[src/rtl/spi_pkg.sv]
// spi_pkg: shared FSM encodings, opcode constants and widths for the SPI slave.
package spi_pkg;
  localparam int ADDR_SIZE_DEF = 8;
  localparam int CMD_W = ADDR_SIZE_DEF + 2;
  localparam logic [1:0] OP_WR_ADDR = 2'b00;
  localparam logic [1:0] OP_WR_DATA = 2'b01;
  localparam logic [1:0] OP_RD_ADDR = 2'b10;
  localparam logic [1:0] OP_RD_DATA = 2'b11;
  typedef enum logic [2:0] {IDLE, CHK_CMD, WRITE, READ_ADD, READ_DATA} spi_state_t;
  typedef enum logic [1:0] {PH_RX, PH_WAIT, PH_TX} rd_phase_t;
endpackage

[src/rtl/spi_shift_reg.sv]
// spi_shift_reg: shift register with parallel load and bit counter; serial in at the LSB, serial out from the MSB.
module spi_shift_reg #(
  parameter int W = 10,
  parameter int CW = 4
) (
  input  logic          clk,
  input  logic          rst_n,
  input  logic          clr,
  input  logic          load,
  input  logic          shift,
  input  logic          sin,
  input  logic [W-1:0]  pdata,
  output logic [W-1:0]  q,
  output logic [CW-1:0] cnt
);
  always_ff @(posedge clk or negedge rst_n) begin
    if (!rst_n) begin
      q <= '0;
      cnt <= '0;
    end else if (clr) begin
      cnt <= '0;
    end else if (load) begin
      q <= pdata;
      cnt <= '0;
    end else if (shift) begin
      q <= {q[W-2:0], sin};
      cnt <= cnt + 1'b1;
    end
  end
endmodule

[src/rtl/spi_slave.sv]
// spi_slave: SPI front end for the single-port RAM; MOSI frames become rx_data words and RAM read bytes return on MISO.
// Define SPI_CMD_CHECK_EN to add opcode checking per frame type with a cmd_err strobe.
module spi_slave
  import spi_pkg::*;
#(
  parameter int ADDR_SIZE = ADDR_SIZE_DEF
) (
  input  logic                 clk,
  input  logic                 rst_n,
  input  logic                 SS_n,
  input  logic                 MOSI,
  output logic                 MISO,
  output logic [ADDR_SIZE+1:0] rx_data,
  output logic                 rx_valid,
  input  logic [ADDR_SIZE-1:0] tx_data,
  input  logic                 tx_valid
`ifdef SPI_CMD_CHECK_EN
  ,
  output logic                 cmd_err
`endif
);
  localparam int W = ADDR_SIZE + 2;
  localparam int CW = $clog2(W + 1);
  localparam logic [CW-1:0] RX_LAST = CW'(W - 1);
  localparam logic [CW-1:0] TX_DONE = CW'(ADDR_SIZE);
  spi_state_t state, state_n;
  rd_phase_t phase, phase_n;
  logic [W-1:0] sr_q, word, rx_data_n;
  logic [CW-1:0] cnt;
  logic clr, load, shift, done, ok;
  logic rx_valid_n, miso_n, rd_addr_seen, rd_addr_seen_n;
`ifdef SPI_CMD_CHECK_EN
  logic cmd_err_n;
`endif
  spi_shift_reg #(.W(W), .CW(CW)) u_sr (
    .clk(clk),
    .rst_n(rst_n),
    .clr(clr),
    .load(load),
    .shift(shift),
    .sin(MOSI),
    .pdata({tx_data, 2'b00}),
    .q(sr_q),
    .cnt(cnt)
  );
  always_comb begin
    state_n = state;
    phase_n = phase;
    rx_data_n = rx_data;
    rx_valid_n = 1'b0;
    miso_n = 1'b0;
    rd_addr_seen_n = rd_addr_seen;
    clr = 1'b0;
    load = 1'b0;
    shift = 1'b0;
    done = 1'b0;
    word = {sr_q[W-2:0], MOSI};
`ifdef SPI_CMD_CHECK_EN
    cmd_err_n = 1'b0;
    ok = state == WRITE ? (word[W-1:W-2] == OP_WR_ADDR || word[W-1:W-2] == OP_WR_DATA) :
         state == READ_ADD ? word[W-1:W-2] == OP_RD_ADDR : word[W-1:W-2] == OP_RD_DATA;
`else
    ok = 1'b1;
`endif
    if (state != IDLE && SS_n) begin
      state_n = IDLE;
      clr = 1'b1;
    end else begin
      case (state)
        IDLE: state_n = SS_n ? IDLE : CHK_CMD;
        CHK_CMD: begin
          clr = 1'b1;
          phase_n = PH_RX;
          state_n = !MOSI ? WRITE : rd_addr_seen ? READ_DATA : READ_ADD;
        end
        WRITE, READ_ADD: begin
          shift = 1'b1;
          done = cnt == RX_LAST;
        end
        default: begin
          case (phase)
            PH_RX: begin
              shift = 1'b1;
              done = cnt == RX_LAST;
            end
            PH_WAIT: begin
              load = tx_valid;
              phase_n = tx_valid ? PH_TX : PH_WAIT;
            end
            default: begin
              // MISO is registered, so bit 7 appears one edge after the load
              if (cnt == TX_DONE) begin
                state_n = IDLE;
                rd_addr_seen_n = 1'b0;
                clr = 1'b1;
              end else begin
                miso_n = sr_q[W-1];
                shift = 1'b1;
              end
            end
          endcase
        end
      endcase
    end
    if (done) begin
      state_n = (state == READ_DATA && ok) ? READ_DATA : IDLE;
      phase_n = PH_WAIT;
      clr = 1'b1;
      if (ok) begin
        rx_data_n = word;
        rx_valid_n = 1'b1;
        rd_addr_seen_n = rd_addr_seen | (state == READ_ADD);
      end
`ifdef SPI_CMD_CHECK_EN
      cmd_err_n = !ok;
`endif
    end
  end
  always_ff @(posedge clk or negedge rst_n) begin
    if (!rst_n) begin
      state <= IDLE;
      phase <= PH_RX;
      rx_data <= '0;
      rx_valid <= 1'b0;
      MISO <= 1'b0;
      rd_addr_seen <= 1'b0;
`ifdef SPI_CMD_CHECK_EN
      cmd_err <= 1'b0;
`endif
    end else begin
      state <= state_n;
      phase <= phase_n;
      rx_data <= rx_data_n;
      rx_valid <= rx_valid_n;
      MISO <= miso_n;
      rd_addr_seen <= rd_addr_seen_n;
`ifdef SPI_CMD_CHECK_EN
      cmd_err <= cmd_err_n;
`endif
    end
  end
endmodule

[config.mk]
export PLATFORM = sky130hd
export DESIGN_NAME = spi_slave
export DESIGN_NICKNAME = d
export VERILOG_FILES = /design/src/rtl/spi_pkg.sv /design/src/rtl/spi_shift_reg.sv /design/src/rtl/spi_slave.sv
export SDC_FILE = /design/constraint.sdc
export NUM_CORES = 1
export LEC_CHECK = 0
export ABC_AREA = 1
export CAP_MARGIN = 20
export CORE_UTILIZATION = 40
export DETAILED_ROUTE_END_ITERATION = 10
export PLACE_DENSITY = 0.67
export SLEW_MARGIN = 20
export SYNTH_ARGS = -nofsm -noshare
export SYNTH_HDL_FRONTEND = slang
export SYNTH_SLANG_ARGS = --single-unit
[constraint.sdc]
create_clock -name clk -period 1.6 [get_ports clk]
set_clock_uncertainty 0.1 [all_clocks]
set_input_delay 0.16 -clock clk [delete_from_list [all_inputs] [get_ports clk]]
set_output_delay 0.16 -clock clk [all_outputs]
set_load 0.01 [all_outputs]
Word-level counts from Yosys, hierarchy flattened:

Index checks and enable logic that the tools add are counted.

* muxes and demuxes: 44
* eq/ne operators: 13
* magnitude comparators: 0
* multipliers: 0
* add/subtract/negate cells: 1
* bitwise logic cells: 2
* reduce and logical (&&, ||, !) cells: 18
* shift-type cells: 0
* divide/modulo/power cells: 0

Operators with widths (count)
* 1-bit two-way mux: 22
* 3-bit two-way mux: 7
* 10-bit two-way mux: 2
* 4-bit two-way mux: 3
* 3-bit one-hot mux with 3 select lines: 1
* 3-bit nonzero test: 3
* 4-bit equality test, second input constant: 2
* 2-bit two-way mux: 4
* 1-bit one-hot mux with 2 select lines: 4
* 3-bit by 2-bit equality test with 1-bit output, second input constant: 2
* 2-bit by 1-bit inequality test with 1-bit output, second input constant: 3
* 3-bit AND reduction: 2
* 2-bit OR reduction: 3
* 5-bit by 1-bit inequality test with 1-bit output, second input constant: 1
* 5-bit nonzero test: 1
* 4-bit by 1-bit adder with 4-bit output, second input constant: 1
* 2-bit one-hot mux with 2 select lines: 1
* 4-bit AND reduction: 1
* 2-bit nonzero test: 2
* 4-bit OR reduction: 1
* 3-bit by 1-bit equality test with 1-bit output, second input constant: 1
* 3-bit equality test, second input constant: 1
* 3-bit zero test: 1
* 3-bit inequality test, second input constant: 1
* 8 further kinds: 8

* bits in writable memories: 0
* register bits: 32
* output and inout bits: 12
* bits of input ports: 13
* bits in latches: 0
* memories kept: 0
* logic and storage cells: 86
* memory bits (read-only): 0

Logic depth before layout (Yosys ltp):

* depth after elaboration: 8
* gate-level depth with buffers: 10
* gate-level depth less buffers: 10

Modules after synthesis:

From an unflattened synthesis, not the netlist that was laid out.

* cell total of the unflattened synthesis: 219
* area, all modules: 1679.1 um2

By module, submodules not included
* spi_slave: cells an instance 126, sequential area each 450.4 um2, area an instance 970.9 um2, times used 1
* spi_shift_reg: cells an instance 93, sequential area each 350.3 um2, area an instance 708.2 um2, times used 1

Worst setup path after synthesis:

No wires, ideal clock.

* kind: reg-to-reg
* from: reg u_sr.cnt[0]
* to: reg u_sr.q[0]
* library setup time: 117 ps
* required time: 1383 ps
* clock period less this slack: 1549 ps
* stages on the path, launching flop included: 9
* slack: 51 ps
* arrival: 1332 ps
* path buffers: 0
* cells stage by stage: dfrtp_1 inv_1 ha_1 nand4_1 nand3_2 nor2_8 nand2_2 nand2_1 nand2_1

* cells in the longest elaborated chain, start to end: 8
* elaborated cells between the ends (all ways): 17
* classes of those cells: 2 x eq/ne; 12 x mux; 1 x bitwise; 2 x reduce/logical

Ends and longest elaborated chain
* from (decl): RTL line spi_shift_reg.sv:14 `output logic [CW-1:0] cnt`
* from (signal assigned): RTL line spi_shift_reg.sv:27 `cnt <= cnt + 1'b1;`
* 4-bit equality test: RTL line spi_slave.sv:92 `if (cnt == TX_DONE) begin`
* 1-bit two-way mux: RTL line spi_slave.sv:92
* 1-bit two-way mux: RTL line spi_slave.sv:81 `case (phase)`
* 1-bit one-hot mux with 2 select lines: RTL line spi_slave.sv:69 `case (state)`
* 1-bit two-way mux: RTL line spi_slave.sv:65 `if (state != IDLE && SS_n) begin`
* 1-bit two-way mux: RTL line spi_slave.sv:105 `if (done) begin`
* 1-bit inverter (no line)
* 2-bit AND reduction (no line) (*)
* to (signal assigned): RTL line spi_shift_reg.sv:23 `q <= pdata;`
* to (signal assigned): RTL line spi_shift_reg.sv:26 `q <= {q[W-2:0], sin};`
* to (decl): RTL line spi_shift_reg.sv:13 `output logic [W-1:0] q,`

Every way passes the cells marked *; elsewhere a longest branch is shown, timed or not.
A chain may end at the register's enable or synchronous reset.

Final worst setup path:

* from: reg u_sr.cnt[0]
* to: reg u_sr.q[7]

Same word-level chain as after synthesis.

==> flow_summary.yaml <==
status:
  outcome: "complete, but fails checks"
  violations: "setup timing"
worst_setup_path:
  worstPathBufferInverterCount: 2
  crit_required_ns: 1.68
  cp.arrival_ns: 1.70
  r2r_start: "u_sr.cnt[0]"
  endpoint_kind: "register"
  path_delay_family: "simple AND/OR/NAND/NOR gates"
  cp_slowest_cell: "dfrtp_1"
  crit_fanout: 8
  path_cells: "inv_1 > ha_2 > nand4_1 > nand3_2 > nand2_4 > buf_8 > nand3_2 > nand2_1"
  startpoint_type: "register"
  path_class: "register to register"
  crit_path_start: "u_sr.cnt[0]"
  crit_path_max_incr_delay_ns: 0.40
  cp_common_cell: "nand3_2"
final_layout:
  nFillCells: 390
  multi_input_area_um2: 855
  final_cells: 321
  final_util: 0.588
  final_nets: 286
  antennaDiodeCount: 0
  regArea_um2: 801
  drive_gt1_frac: 0.244
  syn_to_final_growth_pct: 39.1
synth:
  synth_top_area_share: 0.471
  synth-edff-count: 0
  syn_inst: 218
  synth_cell_types: 25
  synth_compound_area_frac: 0.0353
  synth-seq-cells: 32
  synthTopCellsByArea: "dfrtp_1, nand2_1, nand3_1, inv_1, nor2_1"
  synth_xor_area_frac: 0.0103
  yosysTopAreaCell: "dfrtp_1"
  ys.flop_type: "dfrtp_1"
  ys_warn_count: 0
  syn_nets: 234
  yosys.area_share.simple: 0.390
  synth_top_family_by_area: "simple AND/OR/NAND/NOR gates"
  avgSynthCellArea_um2: 7.81
  synth_common_cells: "nand2_1, dfrtp_1, nand3_1"
  synth_mux_area_frac: 0
  synthAdderAreaFrac: 0.0221
  syn-cell-area_mm2: 0.00170
  yosysMostFrequentCell: "nand2_1"
  async_flop_share: 1.00
  synth_seq_area_share: 0.471
clocking:
  clock_path_buffers: 2
  clkLatencyLatePin_ns: 0.28
  clock-root-buffer: "clkbuf_8"
  cts.clk_slew.worst_paths_ns: 0.07
  clock_sinks: 32
  postCtsHoldBufs: 0
  cts_buffers: 5
  cts_tree: "yes"
  h-tree-depth: 2
floorplanning:
  rows: 23
  die_h_um: 67.2
  start_util: 0.422
  fp.dieW_um: 67.2
  coreArea_mm2: 0.00403
  die_area_mm2: 0.00452
  pin_count: 25
routing:
  drtIter0Drc: 132
  firstDrtPassIters: 4
  drt-wirelength-per-cell_um: 11.5
  drtAntennaViolNets: 0
  vias: 1550
  viasPerCell: 4.83
  drcViolationCount: 0
  routed_wirelength_um: 3710
sta:
  setup_viol: 8
  fin_crit_ns: 1.62
  hold_viol: 0
  finalSetupTns_ns: -0.108
  slew_viol_final: 0
  fmax_ghz: 0.617
  tightest_slew_ns: 0.402
  rsz0062_at_grt: "yes"
  setup_ws_ns: -0.0215
  max-slew-margin-rel: 0.732
  timing.final.crit_share: 1.01
global_route:
  grtUsageTotal: 0.177
  grt_max_degree: 33
  antenna_found_initial: 0
  grt_pass1_wl_um: 5980
  grt_pass1_vias: 1337
  gr-total-overflow: 0
placed_design:
  place.gp.congestion: 0.814
  place_inst: 311
  dpl.hpwl_um: 2510
  io_buffer_count: 24
job:
  maxCapViolCount: 0
pwr:
  p_per_area_mw_per_mm2: 1140
  ir_drop_mv: 0.538
  total_power_mw: 2.71
  leakagePower_nw: 1.21
worst_hold_path:
  hp-class: "primary input to asynchronous set/reset pin"
-- metrics by stage --
step           hold WS [ns]  instance area, µm²  setup slack (ns)
2_1_floorplan        -0.236                1700            0.0514
3_3_place_gp          0.358                2160           -0.0361
3_5_place_dp          0.366                2160           -0.0913
4_1_cts               0.193                2270          -0.00589
5_1_grt               0.213                2370            -0.126
6_report              0.180                2370           -0.0215
-- flip-flops by register name, summed over array words and instances (netlist names) --
name / flops
MISO: 1
phase: 2
rd_addr_seen: 1
rx_data: 10
rx_valid: 1
state: 3
u_sr.cnt: 4
u_sr.q: 10
-- where the power goes --
group          switching [mW]  leakage (nW)  total [mW]  internal [mW]
Clock                   0.306        0.0479       0.609          0.303
Sequential              0.109         0.437        1.04          0.930
Combinational           0.588         0.720        1.06          0.471
Total                    1.00          1.21        2.71           1.70
-- area by class of cell --
| type | count | share of cell area |
|---|---|---|
| clock buffers | 5 | 0.0291 |
| inverters | 18 | 0.0285 |
| well taps | 50 | 0.0264 |
| multi-input cells | 162 | 0.361 |
| clock inverters | 3 | 0.00793 |
| repair buffers | 51 | 0.209 |
| flip-flops and latches | 32 | 0.338 |
-- repair_timing --
item                                    in CTS  in global routing
endpoints found under the setup margin      12                 25
resized for setup                            3                 22
buffers inserted                             1                  2
pin swaps                                    0                 22
-- worst paths after layout --
check | to | slack (ns) | cells past startpoint
max | u_sr.q[7] | -0.02 | 8
min | phase[0] | 0.18 | 2
max reg2reg | u_sr.q[7] | -0.02 | 8
min reg2reg | rx_data[2] | 0.38 | 2
max in group asynchronous | rx_data[8] | 0.93 | 2
min in group clk | rx_data[2] | 0.38 | 2
-- logic make-up (layout without fill, tap and decap cells) --
logic type / count (synthesis) / in the layout
AND/OR/NAND/NOR: 146 / 146
adder cells (fa/ha/maj): 3 / 3
flip-flops: 32 / 32
XOR/XNOR: 2 / 2
buffers and inverters: 24 / 77
AO/OA/AOI/OAI: 11 / 11
-- per-layer routing --
metal	up-vias	GRT usage	wire length (µm)
met2	22	0.270	1700
met3	6	0.0541	111
met1	728	0.237	1850
li1	794	-	-
met4	0	0.0585	43
met5	-	0	0
-- cells in the final DEF, fill, tap and decap left out, types with 5 or more instances in the layout --
cell type and instances:
o21ai_0 5, inv_1 14, clkbuf_8 5, nor2_1 12
clkdlybuf4s50_1 24, buf_4 19, nand2_1 88, nand3_2 13
nand3_1 14, buf_6 5, dfrtp_1 32
No activity file was read; power rests on OpenSTA's default activity.
